===== src/rtl/demux_pkg.sv =====
// Shared types and constants for the round-robin demux scheduler.
package demux_pkg;

    typedef enum logic {
        IDLE = 1'b0,
        HOLD = 1'b1
    } state_e;

    localparam logic [7:0] RESTEER_MAX = 8'd255;

    // Select width for n channels; never narrower than one bit.
    function automatic int sel_width(input int n);
        return (n > 1) ? $clog2(n) : 1;
    endfunction

endpackage


===== src/rtl/rr_next_sel.sv =====
// Round-robin search: first enabled channel strictly after ptr_i, wrapping,
// with ptr_i itself considered last.
module rr_next_sel #(
    parameter int N_OUT = 4,
    parameter int SEL_W = 2
) (
    input  logic [SEL_W-1:0] ptr_i,
    input  logic [N_OUT-1:0] mask_i,
    output logic [SEL_W-1:0] idx_o,
    output logic             found_o
);

    always_comb begin
        logic [SEL_W-1:0] cand;
        // NOTE: every output gets a default first so no path infers a latch.
        idx_o   = '0;
        found_o = 1'b0;
        cand    = '0;
        for (int k = 1; k <= N_OUT; k++) begin
            cand = SEL_W'((int'(ptr_i) + k) % N_OUT);
            if (!found_o && mask_i[cand]) begin
                found_o = 1'b1;
                idx_o   = cand;
            end
        end
    end

endmodule


===== src/rtl/demux_rr_scheduler.sv =====
// Single-register round-robin dispatcher steering one input stream onto
// N one-hot output channels, with timeout-driven re-steering of stalled words.
module demux_rr_scheduler
    import demux_pkg::*;
#(
    parameter  int N_OUT   = 4,
    parameter  int DATA_W  = 8,
    parameter  int TIMEOUT = 16,
    localparam int SEL_W   = sel_width(N_OUT)
) (
    input  logic              clk,
    input  logic              rst_n,
    input  logic              in_valid,
    input  logic [DATA_W-1:0] in_data,
    output logic              in_ready,
    input  logic [N_OUT-1:0]  ch_mask,
    output logic [DATA_W-1:0] out_data,
    output logic [N_OUT-1:0]  out_valid,
    input  logic [N_OUT-1:0]  out_ready,
    output logic [SEL_W-1:0]  sel,
    output logic [7:0]        resteer_cnt
);

    localparam int               CNT_W    = (TIMEOUT > 1) ? $clog2(TIMEOUT) : 1;
    localparam logic [CNT_W-1:0] CNT_LAST = CNT_W'((TIMEOUT > 0) ? TIMEOUT - 1 : 0);

    state_e              state_q, state_d;
    logic [SEL_W-1:0]    sel_q, sel_d;
    logic [SEL_W-1:0]    last_q, last_d;
    logic [DATA_W-1:0]   data_q, data_d;
    logic [CNT_W-1:0]    cnt_q, cnt_d;
    logic [7:0]          resteer_q, resteer_d;
    logic [N_OUT-1:0]    out_valid_q, out_valid_d;

    logic [SEL_W-1:0]    search_ptr;
    logic [SEL_W-1:0]    next_idx;
    logic                next_found;
    logic                mask_any;
    logic                xfer_in;
    logic                xfer_out;
    logic                timeout_hit;

    // One search unit: from `last` when empty, from the committed `sel` when holding.
    assign search_ptr = (state_q == HOLD) ? sel_q : last_q;

    rr_next_sel #(
        .N_OUT (N_OUT),
        .SEL_W (SEL_W)
    ) u_next_sel (
        .ptr_i   (search_ptr),
        .mask_i  (ch_mask),
        .idx_o   (next_idx),
        .found_o (next_found)
    );

    assign mask_any    = |ch_mask;
    assign xfer_out    = (state_q == HOLD) && out_ready[sel_q];
    assign in_ready    = (state_q == HOLD) ? (out_ready[sel_q] && mask_any) : mask_any;
    assign xfer_in     = in_valid && in_ready;
    assign timeout_hit = (TIMEOUT > 0) && (state_q == HOLD) && !xfer_out && (cnt_q == CNT_LAST);

    always_comb begin
        state_d   = state_q;
        sel_d     = sel_q;
        last_d    = last_q;
        data_d    = data_q;
        cnt_d     = cnt_q;
        resteer_d = resteer_q;

        unique case (state_q)
            IDLE: begin
                if (xfer_in) begin
                    data_d  = in_data;
                    sel_d   = next_idx;
                    cnt_d   = '0;
                    state_d = HOLD;
                end
            end
            HOLD: begin
                if (xfer_out) begin
                    last_d = sel_q;
                    cnt_d  = '0;
                    if (xfer_in) begin
                        data_d = in_data;
                        sel_d  = next_idx;
                    end else begin
                        state_d = IDLE;
                    end
                end else if (timeout_hit) begin
                    if (next_found) begin
                        sel_d = next_idx;
                    end
                    cnt_d = '0;
                    if (resteer_q != RESTEER_MAX) begin
                        resteer_d = resteer_q + 8'd1;
                    end
                end else if (TIMEOUT > 0) begin
                    cnt_d = cnt_q + CNT_W'(1);
                end
            end
            default: state_d = IDLE;
        endcase

        // Strobe is built from next-state so it lands on the same edge as `sel`.
        out_valid_d = (state_d == HOLD) ? (N_OUT'(1) << sel_d) : '0;
    end

    // NOTE: sequential state uses non-blocking assignments only.
    always_ff @(posedge clk or negedge rst_n) begin
        if (!rst_n) begin
            state_q     <= IDLE;
            sel_q       <= '0;
            last_q      <= SEL_W'(N_OUT - 1);
            data_q      <= '0;
            cnt_q       <= '0;
            resteer_q   <= '0;
            out_valid_q <= '0;
        end else begin
            state_q     <= state_d;
            sel_q       <= sel_d;
            last_q      <= last_d;
            data_q      <= data_d;
            cnt_q       <= cnt_d;
            resteer_q   <= resteer_d;
            out_valid_q <= out_valid_d;
        end
    end

    assign out_data    = data_q;
    assign out_valid   = out_valid_q;
    assign sel         = sel_q;
    assign resteer_cnt = resteer_q;

endmodule

===== config.mk =====
export PLATFORM = sky130hd
export DESIGN_NAME = demux_rr_scheduler
export DESIGN_NICKNAME = d
export VERILOG_FILES = /design/src/rtl/demux_pkg.sv /design/src/rtl/rr_next_sel.sv /design/src/rtl/demux_rr_scheduler.sv
export SDC_FILE = /design/constraint.sdc
export NUM_CORES = 1
export LEC_CHECK = 0
export CORE_UTILIZATION = 46
export CTS_CLUSTER_SIZE = 14
export DETAILED_ROUTE_END_ITERATION = 8
export PLACE_DENSITY = 0.82
export SLEW_MARGIN = 20
export SYNTH_ARGS = -nofsm -noshare
export SYNTH_HDL_FRONTEND = slang
export SYNTH_SLANG_ARGS = --single-unit

===== constraint.sdc =====
create_clock -name clk -period 2.55 [get_ports clk]
set_clock_uncertainty 0.1 [all_clocks]
set_input_delay 0.6375 -clock clk [delete_from_list [all_inputs] [get_ports clk]]
set_output_delay 0.6375 -clock clk [all_outputs]
set_load 0.05 [all_outputs]

Yosys cells after proc, flatten, opt, wreduce, memory -nomap -nowiden
Cells that the tools add are included.

Add/sub/neg operators: 6. $lt $le $gt $ge: 5. Equality and inequality tests: 4. Shift operators: 1. Muxes and demuxes: 36. Bitwise gates (word level): 2. Reductions and logical operators: 15.

Operators with widths (number): $mux W2 (9); $mux W4 (4); $mux W8 (2); $pmux W8 S2 (1); $lt A2 B3 Y1 const B (5); $mux W1 (12); $bmux W1 S2 (5); $add A8 B1 Y8 const B (1); $logic_and A1 B1 Y1 (8); $ne A8 B8 Y1 const B (1); $pmux W4 S2 (1); $add A2 B1 Y2 const B (2); $add A2 B2 Y2 const B (2); $add A4 B1 Y4 const B (1); $eq A4 B4 Y1 const B (1); $logic_not A1 Y1 (4); $pmux W2 S2 (1); $reduce_and A4 Y1 (1); $reduce_or A4 Y1 (1); $shl A1 B2 Y4 const A (1); $ne A2 B1 Y1 const B (1); $ne A2 B2 Y1 const B (1); $not A1 Y1 (2); $pmux W1 S2 (1); $reduce_and A2 Y1 (1).

Register bits after elaboration: 29. Output and inout bits: 23.

Longest topological paths before layout
Depth after elaboration: 20. Mapped depth: 6. Mapped depth without buffers: 5.

By module
Synthesis repeated with hierarchy kept, for this count alone.

Cells, all modules: 124. Area total of the unflattened synthesis: 1519.0 um2.

By module, submodules not included: demux_rr_scheduler (instances 1, cells each 110, area an instance 1427.6 um2, seq. area each 728.2 um2); rr_next_sel (instances 1, cells each 14, area an instance 91.3 um2, seq. area each 0.0 um2).

Least setup slack after synthesis
Ideal clock, no wire load.

Path kind: reg2out. Start: reg sel_q[0], in the netlist sel[0]. End: out in_ready. Data arrival time: 2.070 ns. Path slack: -0.257 ns. Stages on the path, launching flop included: 4. Cells stage by stage: dfrtp_1 mux4_2 nor2_1 a21oi_1.

Cells in the longest elaborated chain, start to end: 4.

Ends and longest elaborated chain: start: declaration (RTL line demux_rr_scheduler.sv:28) `logic [SEL_W-1:0] sel_q, sel_d;`; start signal: assignment (RTL line demux_rr_scheduler.sv:120) `sel_q <= sel_d;`; $bmux W1 S2 (RTL line demux_rr_scheduler.sv:58) `assign in_ready = (state_q == HOLD) ? (out_ready[sel_q] && mask_any) : mask_any;`; $mux W1 (not written as such) (RTL line demux_rr_scheduler.sv:58); $logic_and A1 B1 Y1 (RTL line demux_rr_scheduler.sv:58); $mux W1 (RTL line demux_rr_scheduler.sv:58); end: declaration (RTL line demux_rr_scheduler.sv:15) `output logic in_ready,`.

Every way passes these cells. The select of a mux whose other input is x is not followed.

Final worst setup path
Start: in out_ready[3]. End: out in_ready.

Cells in the longest elaborated chain, start to end: 4.

Ends and longest elaborated chain: start: declaration (RTL line demux_rr_scheduler.sv:19) `input logic [N_OUT-1:0] out_ready,`; $bmux W1 S2 (RTL line demux_rr_scheduler.sv:58); $mux W1 (not written as such) (RTL line demux_rr_scheduler.sv:58); $logic_and A1 B1 Y1 (RTL line demux_rr_scheduler.sv:58); $mux W1 (RTL line demux_rr_scheduler.sv:58).

Every way passes these cells. The select of a mux whose other input is x is not followed.

==> metrics.txt <==
run status finished with violations; violated checks design-rule violations; Synth cell types 35; Rows 19; # IOs between 40 and 50; minimum clock period 2490 ps; Slew HR 0.661; WP data required 1810 ps; pre-CTS WS -236 ps; Startpoint Class primary input; f_max 0.401 GHz; R2R setup slack 180 ps; TritonCTS clock tree done; share of layout cells above drive strength 1 0.275; vias in the first global route around 1200; crit path DAT 1760 ps; Sink Count 29; cell leakage power 0.000910 uW; number of port buffers 41; Area growth syn-to-layout 46.0%; Power Dens Cells 1110 nW/um^2; GP Congestion 0.844; DP Wirelength between 2 and 2.5 mm; RSZ-0062 raised after global routing false; initial antenna violation count 0; Max-cap violations 0; Peak supply drop 573 uV; htree depth 2; vias per cell between 5 and 6; antenna diode count 0; Fin. Hold Viols 0; post-synthesis cell area 1420 um^2; CTS Buffer Depth 2; Synth Warn # 0; Avg Cell Area, Syn around 12 um^2; first-pass GRT wire length roughly 5.6 mm; Total Die Area ~3300 um^2; crit path from out_ready[3]; Period Utilization, post-route 0.978; initial core utilization 0.502; worst setup margin 55.3 ps; nets 203; Placed Area 2000 um^2; Clock Latency Late Sink about 330 ps; first drt pass iteration count 6; grt peak-use layer met2; CTS root buf clkbuf_4; M1 GR Usage 0.278; endpoints failing setup 0; worst reg-to-reg path cell count 7; vias post-DR 1187; kind of critical path in -> out; Die Y 57.6 um; gr ovfl total 0; hold path startpoint out_data[6]; DRT iter0 DRCs 30; Tightest Pin Transition 506 ps; critical-path maximum fanout 2; final max-slew violation count 0; WL per Instance around 16 um; Detail Route Antenna Nets 0; die width 57.6 um; path type of the worst min-delay path reg -> reg; fillcell total 208; cells after synthesis approximately 120; r2r startpoint sel[0]; Mapped Nets 139; Worst Setup End Kind output port; Synth Register Bits 29; met2 usage 0.385; CTS Buf Count 5; DRC viols 5; worst hold path depth 1; register area share after synthesis 0.513; GR Util met3 0.0680; largest net degree at the start of global routing 30; clk slew on worst S/H paths 80 ps; Overall Global Routing Usage 0.228; DRT Wirelength 3.31 mm; CORE AREA 2830 um^2; Design Area, Final 2070 um^2
==> placed cells by master (no fill, tap or decap), types with 4 or more instances in the layout <==
cell             netlist  final
dlygate4sd2_1          0      4
nand2_1                8      8
mux2_2                11     11
clkbuf_4               0      5
buf_4                  0     17
clkdlybuf4s50_1        0     36
xnor2_1                7      7
nor2_1                 6      5
dfrtp_1               27     26
o21ai_0                4      4
nand3_1                6      6
==> worst max-delay path: stages <==
cell	delay, ps
dlygate4sd2_1	230
mux4_2	520
nor2_4	160
a21oi_2	50
buf_6	150
==> where the power goes <==
part	leakage, uW	switching (uW)	internal [uW]
combinational	0.000512	755	554
sequential	0.000367	104	608
clock	0.0000314	149	130
==> metal layers <==
metal / up-vias / wire length (um) / share of wire
met3: 7 / 225 / 0.068
met4: 0 / 43 / 0.013
li1: 570 / - / -
met1: 563 / 1380 / 0.42
met5: - / 0 / 0
met2: 47 / 1670 / 0.50
==> through the flow <==
step	cells	total power [uW]	utilization	setup TNS, ps	hold WS, ps
2_1_floorplan	118	1510	-	0	242
3_3_place_gp	204	1940	0.706	-1230	380
3_5_place_dp	204	1980	0.706	-1790	392
4_1_cts	213	2300	0.733	0	412
5_1_grt	213	2420	0.733	0	425
6_report	213	2300	0.733	0	407
==> repair_timing <==
item / CTS / global route
hold buffers: 0 / 0
gates resized for setup: 7 / 0
setup buffers: 2 / 0
endpoints found under the setup margin: 1 / 0
==> Yosys cell counts <==
library cell   n  share of area
a22o_1         2          0.012
nand4b_1       1         0.0062
o21a_1         2          0.011
and2_1         1         0.0044
o211a_1        1         0.0070
a21oi_1        3          0.011
nor2_1         6          0.016
mux4_2         1          0.016
xnor2_1        7          0.043
or4_1          1         0.0053
o211ai_4       1          0.015
a211oi_1       1         0.0053
clkbuf_1       2         0.0053
dfrtp_1       27           0.48
nand2_2        1         0.0044
nand3_1        6          0.021
mux2i_1        3          0.021
nand4_1        3          0.013
a31o_2         3          0.019
mux2_4         1          0.011
inv_1          3         0.0079
and3_1         2         0.0088
a311oi_4       1          0.019
nand2b_1       2         0.0088
a311oi_1       1         0.0062
o21ai_0        4          0.014
o21ai_2        1         0.0062
nor3_1         1         0.0035
mux2_2        11          0.087
dfstp_2        2          0.037
nand2_1        8          0.021
and4_1         3          0.019
ha_1           2          0.018
o31ai_1        3          0.016
a221o_1        1         0.0070
==> logic make-up after synthesis <==
family,synth area share
muxes,0.135
xor gates and xnor gates,0.0432
and+or+nand+nor,0.131
DFF,0.513
AOI/OAI and AO/OA,0.147
buffers and inverters,0.0132
adders and majority gates,0.0176
==> sequential cells by signal (all words and copies together) (netlist names) <==
signal,count
cnt_q,4
last_q,2
out_data,8
out_valid,4
resteer_cnt,8
sel,2
state_q,1
==> final timing paths <==
path,end
setup reg to reg,resteer_cnt[4]
setup / recovery,in_ready
hold reg to reg,out_data[6]
min in group asynchronous,out_data[4]
max in group asynchronous,last_q[1]
hold / removal,out_data[6]
==> area by class of cell <==
type                            count  area, um^2  area share
Sequential cell                    29         729       0.352
Multi-Input combinational cell     84         684       0.330
Timing Repair Buffer               59         554       0.267
Clock buffer                        7        55.1      0.0266
Tap cell                           31        38.8      0.0187
Inverter                            3        11.3     0.00543
No activity file was read; power rests on OpenSTA's default activity.
